`config.mk`:
```
export PLATFORM = sky130hd
export DESIGN_NAME = mem_copy_ctrl
export DESIGN_NICKNAME = d
export VERILOG_FILES = /design/src/rtl/mem_map_pkg.sv /design/src/rtl/mem_copy_ctrl.sv
export SDC_FILE = /design/constraint.sdc
export NUM_CORES = 1
export LEC_CHECK = 0
export CAP_MARGIN = 20
export CORE_MARGIN = 4
export CORE_UTILIZATION = 46
export DETAILED_ROUTE_END_ITERATION = 10
export GPL_TIMING_DRIVEN = 0
export HOLD_SLACK_MARGIN = 0.03
export PLACE_DENSITY = 0.83
export SETUP_SLACK_MARGIN = 0.4
export SYNTH_ARGS = -nofsm -noshare
export SYNTH_HDL_FRONTEND = slang
export SYNTH_SLANG_ARGS = --single-unit
```
`constraint.sdc`:
```
create_clock -name clk -period 1.58 [get_ports clk]
set_input_delay 0.316 -clock clk [delete_from_list [all_inputs] [get_ports clk]]
set_output_delay 0.316 -clock clk [all_outputs]
set_load 0.03 [all_outputs]
```
`src/rtl/mem_map_pkg.sv`:
```
// Shared memory-map constants and copy-sequencer state encoding for the decoder_rc space.
// ROM occupies the lower half of the address space, SRAM the upper half.
package mem_map_pkg;

  localparam int unsigned AW           = 7;
  localparam int unsigned DW           = 8;
  localparam int unsigned SRAM_SEL_BIT = AW - 1;

  localparam logic [AW-1:0] ROM_BASE  = AW'(8'h00);
  localparam logic [AW-1:0] SRAM_BASE = AW'(8'h40);

  typedef enum logic [2:0] {
    ST_IDLE = 3'd0,
    ST_RD   = 3'd1,
    ST_CAP  = 3'd2,
    ST_WR   = 3'd3,
    ST_DONE = 3'd4
  } copy_state_e;

  // True when the address falls in the writable SRAM half.
  function automatic logic is_sram(input logic [AW-1:0] addr);
    return addr[SRAM_SEL_BIT];
  endfunction

endpackage

```
`src/rtl/mem_copy_ctrl.sv`:
```
// Block-copy sequencer driving decoder_rc's single port: one word per RD/CAP/WR slot,
// aborting on a ROM destination and keeping a running checksum of written bytes.
module mem_copy_ctrl #(
  parameter int unsigned AW = mem_map_pkg::AW,
  parameter int unsigned DW = mem_map_pkg::DW
) (
  input  logic          clk,
  input  logic          rst_n,
  input  logic          start,
  input  logic [AW-1:0] src_addr,
  input  logic [AW-1:0] dst_addr,
  input  logic [AW-1:0] len,
  output logic          busy,
  output logic          done,
  output logic          err,
  output logic [DW-1:0] checksum,
  output logic          mem_we,
  output logic [AW-1:0] mem_addr,
  output logic [DW-1:0] mem_din,
  input  logic [DW-1:0] mem_dout
);

  import mem_map_pkg::*;

  localparam int unsigned SEL = AW - 1;

  copy_state_e   state;
  logic [AW-1:0] cur_src;
  logic [AW-1:0] cur_dst;
  logic [AW-1:0] remaining;

  // Outputs are registered and loaded on the edge that enters the state they belong to,
  // so mem_we/mem_addr/busy always reflect the current state with no path from start.
  // mem_din doubles as the word buffer captured in CAP.
  always_ff @(posedge clk or negedge rst_n) begin
    if (!rst_n) begin
      state     <= ST_IDLE;
      busy      <= 1'b0;
      done      <= 1'b0;
      err       <= 1'b0;
      checksum  <= '0;
      mem_we    <= 1'b0;
      mem_addr  <= '0;
      mem_din   <= '0;
      cur_src   <= '0;
      cur_dst   <= '0;
      remaining <= '0;
    end else begin
      done <= 1'b0;
      case (state)
        ST_IDLE: begin
          if (start) begin
            cur_src   <= src_addr;
            cur_dst   <= dst_addr;
            remaining <= len;
            err       <= 1'b0;
            checksum  <= '0;
            if (len != '0) begin
              state    <= ST_RD;
              busy     <= 1'b1;
              mem_addr <= src_addr;
            end else begin
              state <= ST_DONE;
              done  <= 1'b1;
            end
          end
        end

        // ROM registers its read data at the end of this cycle.
        ST_RD: begin
          state <= ST_CAP;
        end

        ST_CAP: begin
          mem_din <= mem_dout;
          if (!cur_dst[SEL]) begin
            err   <= 1'b1;
            busy  <= 1'b0;
            done  <= 1'b1;
            state <= ST_DONE;
          end else begin
            state    <= ST_WR;
            mem_addr <= cur_dst;
            mem_we   <= 1'b1;
          end
        end

        ST_WR: begin
          mem_we    <= 1'b0;
          checksum  <= checksum + mem_din;
          cur_src   <= cur_src + AW'(1);
          cur_dst   <= cur_dst + AW'(1);
          remaining <= remaining - AW'(1);
          if (remaining == AW'(1)) begin
            state <= ST_DONE;
            busy  <= 1'b0;
            done  <= 1'b1;
          end else begin
            state    <= ST_RD;
            mem_addr <= cur_src + AW'(1);
          end
        end

        ST_DONE: begin
          state <= ST_IDLE;
        end

        default: begin
          state  <= ST_IDLE;
          busy   <= 1'b0;
          mem_we <= 1'b0;
        end
      endcase
    end
  end

endmodule

```
==> run_results.csv <==
group,metric,value,unit
status,status,"complete, but fails checks",
status,failed_checks,"setup timing",
pwr,max-vdd-ir-drop,0.00160,V
synth,synth_warnings,0,
synth,netlist_instances,285,
sta,fin_crit,1.83,ns
detailed_routing,dr.first_iter.drc_count,256,
detailed_routing,drt-total-wl,11.3,mm
synth,synth-seq-cells,51,
detailed_routing,drc,0,
synth,synth_ff_type,"dfrtp_1",
grt,grt_use_total,25.6,%
setup_path,reg2reg_slack,-0.25,ns
grt,grt_pass1_vias,2979,
grt,met2_usage,45.5,%
setup_path,r2r-start,"remaining[1]",
grt,grt_use_met1,29.5,%
clocking,clockBufferDepth,2,
clocking,cts_buffers,5,
setup_path,cp_data_required_time,1.80,ns
synth,syn_area,2800,um^2
pwr,power.density,2350,nW/um^2
setup_path,start_kind,"flip-flop",
cells_and_area,seqCellArea,1280,um^2
sta,drv_slew,0,
setup_path,critPathSlowestCell,"dfrtp_1",
sta,grt_setup_unrepaired,"true",
sta,clock.fmax,547,MHz
pwr,finalPower,0.0116,W
synth,synth_cell_type_count,48,
sta,skew,0.0130,ns
sta,maxSlewHeadroom,71.2,%
synth,synth-simple-area-share,16.9,%
setup_path,cp_slowest_stage_delay,0.41,ns
clocking,path_clk_slew,0.10,ns
synth,synthMuxAreaShare,4.33,%
floorplanning,io_pins,59,
setup_path,cp.arrival,2.05,ns
synth,syn_nets,329,
detailed_routing,ant_nets,0,
detailed_routing,drtPass1Iterations,5,
placed_design,dpl_cell_area,3690,um^2
synth,synthAdderAreaFrac,5.63,%
cells_and_area,nets,471,
clocking,insertion_delay,0.32,ns
floorplanning,die_area,7400,um^2
cells_and_area,syn_to_final_growth,77.2,%
placed_design,io_buffers,58,
floorplanning,coreArea,5920,um^2
floorplanning,initial_core_util,47.3,%
setup_path,reg2regPathDepth,7,
detailed_routing,via_count,3097,
cells_and_area,fill_cells,311,
synth,synth_top_family_by_area,"compound AO/OA/AOI/OAI gates",
sta,hold_violations,0,
synth,synth-xor-area-share,3.44,%
detailed_routing,wl_per_cell,22.4,um
worst_hold_path,holdCritPathClass,"primary input to asynchronous set/reset pin",
setup_path,worst-setup-path-type,"flip-flop to flip-flop",
floorplanning,die-height,86.0,um
pwr,p_leak,2.14,nW
setup_path,end_kind,"flip-flop",
floorplanning,rows,28,
detailed_routing,via_per_inst,6.16,
cells_and_area,insertedDiodeCount,0,
clocking,cts_htree_levels,2,
synth,yosysTopAreaCell,"dfrtp_1",
sta,setup_viol,33,
grt,grt-busiest-layer,"met2",
cells_and_area,final_area,4960,um^2
placed_design,place.gp.congestion,0.862,
grt,use_met3,5.96,%
synth,async_flop_share,100,%
grt,antenna_found_initial,0,
grt,overflow,0,
setup_path,r2r_end,"mem_addr[5]",
grt,grt_max_degree,41,
job,cap_violations,0,
synth,ys_top_cells_by_area,"dfrtp_1 (46%), ha_1 (4.9%), nor2_1 (4.4%)",
synth,synth_edf_count,0,
setup_path,cp_max_fo,6,
sta,fin_ws,-0.249,ns
clocking,cts_sinks,51,
clocking,cts_tree,"done",
clocking,root_buffer,"clkbuf_8",
placed_design,dp.cells,419,
placed_design,place_hpwl,5.35,mm
synth,yosys.area.top_type_share,45.6,%
cells_and_area,drive_gt1_share,52.6,%
synth,ys_seq_area_share,45.6,%
floorplanning,die_w,86.0,um
synth,synth-compound-area-share,20.4,%
sta,worst_slew_pin_slew,0.431,ns
setup_path,path_cells,"inv_2, ha_4, nor3b_4, a31oi_4, a22oi_2, nor2_1, a211o_1",
synth,synth_area_per_cell,9.83,um^2
sta,fin_tns_setup,-3.21,ns
cells_and_area,finalNonFillerCells,503,
placed_design,pre_cts_slack,-0.617,ns
cells_and_area,multiInputGateArea,1910,um^2
grt,grt_pass1_wl,14.7,mm
sta,fin_crit_sh,116,%
==> timing repair <==
item | 4_1_cts | 5_1_grt
setup buffers | 38 | 29
resized for setup | 260 | 76
hold buffers | 1 | 0
pin swaps | 28 | 35
cloned | 5 | 3
hold endpoints to repair | 11 | 0
endpoints found under the setup margin | 77 | 78
==> metrics by stage <==
stage | hold slack [ns] | utilization, %
after floorplan | 0.0204 | -
after global placement | 0.461 | 62.1
after detailed placement | 0.223 | 62.3
after CTS | 0.417 | 74.9
after global routing | 0.422 | 83.8
final | 0.409 | 83.8
==> critical path, delay by kind of cell, from the launching register on <==
| family | cells | cell delay [ns] |
|---|---|---|
| AO/OA/AOI/OAI | 3 | 0.78 |
| flip-flops | 1 | 0.41 |
| AND/OR/NAND/NOR | 2 | 0.31 |
| adder cells (fa/ha/maj) | 1 | 0.13 |
| buffers and inverters | 1 | 0.10 |
==> cell usage in the layout, fill, tap and decap left out, drive strengths merged, types with 10 or more instances in the layout <==
cell	count
buf	114
dfrtp	51
nor2	36
clkdlybuf4s50	23
nand2	23
o21ai	20
a21oi	17
a211oi	15
ha	11
nand3	10
==> cells in the mapped netlist (3+ instances only) <==
master    count
o221a_2       5
a21oi_1      17
clkbuf_1      3
nand3_1      10
and3_1        5
inv_1         9
xnor2_1       9
o21ai_0      20
a31oi_1       4
buf_2         7
ha_1         11
dfrtp_1      51
nor3_1        5
nand2_1      23
mux2_2        9
o22ai_1       4
a221o_1       3
a211oi_1     15
nor2_1       33
==> where the power goes <==
part	switching [W]	leakage, nW	internal (W)
clock	0.000471	0.0612	0.000513
combinational	0.00389	1.48	0.00405
sequential	0.000783	0.597	0.00193
==> logic make-up (layout without fill, tap and decap cells) <==
group	Yosys count	in the layout
buffers and inverters	23	165
and+or+nand+nor	93	94
AOI/OAI and AO/OA	84	84
muxes	11	11
adders and majority gates	12	12
xor gates and xnor gates	11	11
DFF	51	51
==> area by class of cell <==
| type | instances | share of cell area [%] |
|---|---|---|
| clock inverters | 2 | 0.706 |
| clock buffers | 6 | 1.66 |
| multi-input cells | 212 | 38.4 |
| flip-flops and latches | 51 | 25.9 |
| repair buffers | 134 | 27.1 |
| plain buffers | 14 | 3.73 |
| well taps | 75 | 1.89 |
| inverters | 9 | 0.681 |
==> worst max-delay path by stage <==
| stage | startpoint | endpoint | slack (ns) | depth (start not counted) |
|---|---|---|---|---|
| floorplan | mem_din[0] | checksum[6] | -0.14 | 7 |
| global placement | rst_n | mem_din[1] | -1.55 | 1 |
| detailed placement | start | remaining[0] | -0.62 | 5 |
| CTS | mem_din[0] | checksum[6] | -0.15 | 7 |
| global route | remaining[3] | mem_addr[5] | -0.35 | 5 |
| finish | remaining[1] | mem_addr[5] | -0.25 | 7 |
==> routing by layer <==
metal / vias up / share of wire (%)
li1: 1325 / -
met1: 1538 / 36
met2: 182 / 51
met3: 52 / 7.7
met4: 0 / 4.8
met5: - / 0
==> state kept, by name (all words and copies together), names as in the netlist, 3 cells and up <==
name,count
mem_din,8
remaining,7
cur_dst,7
state,3
checksum,8
mem_addr,7
cur_src,7
No activity file was read; power rests on OpenSTA's default activity.
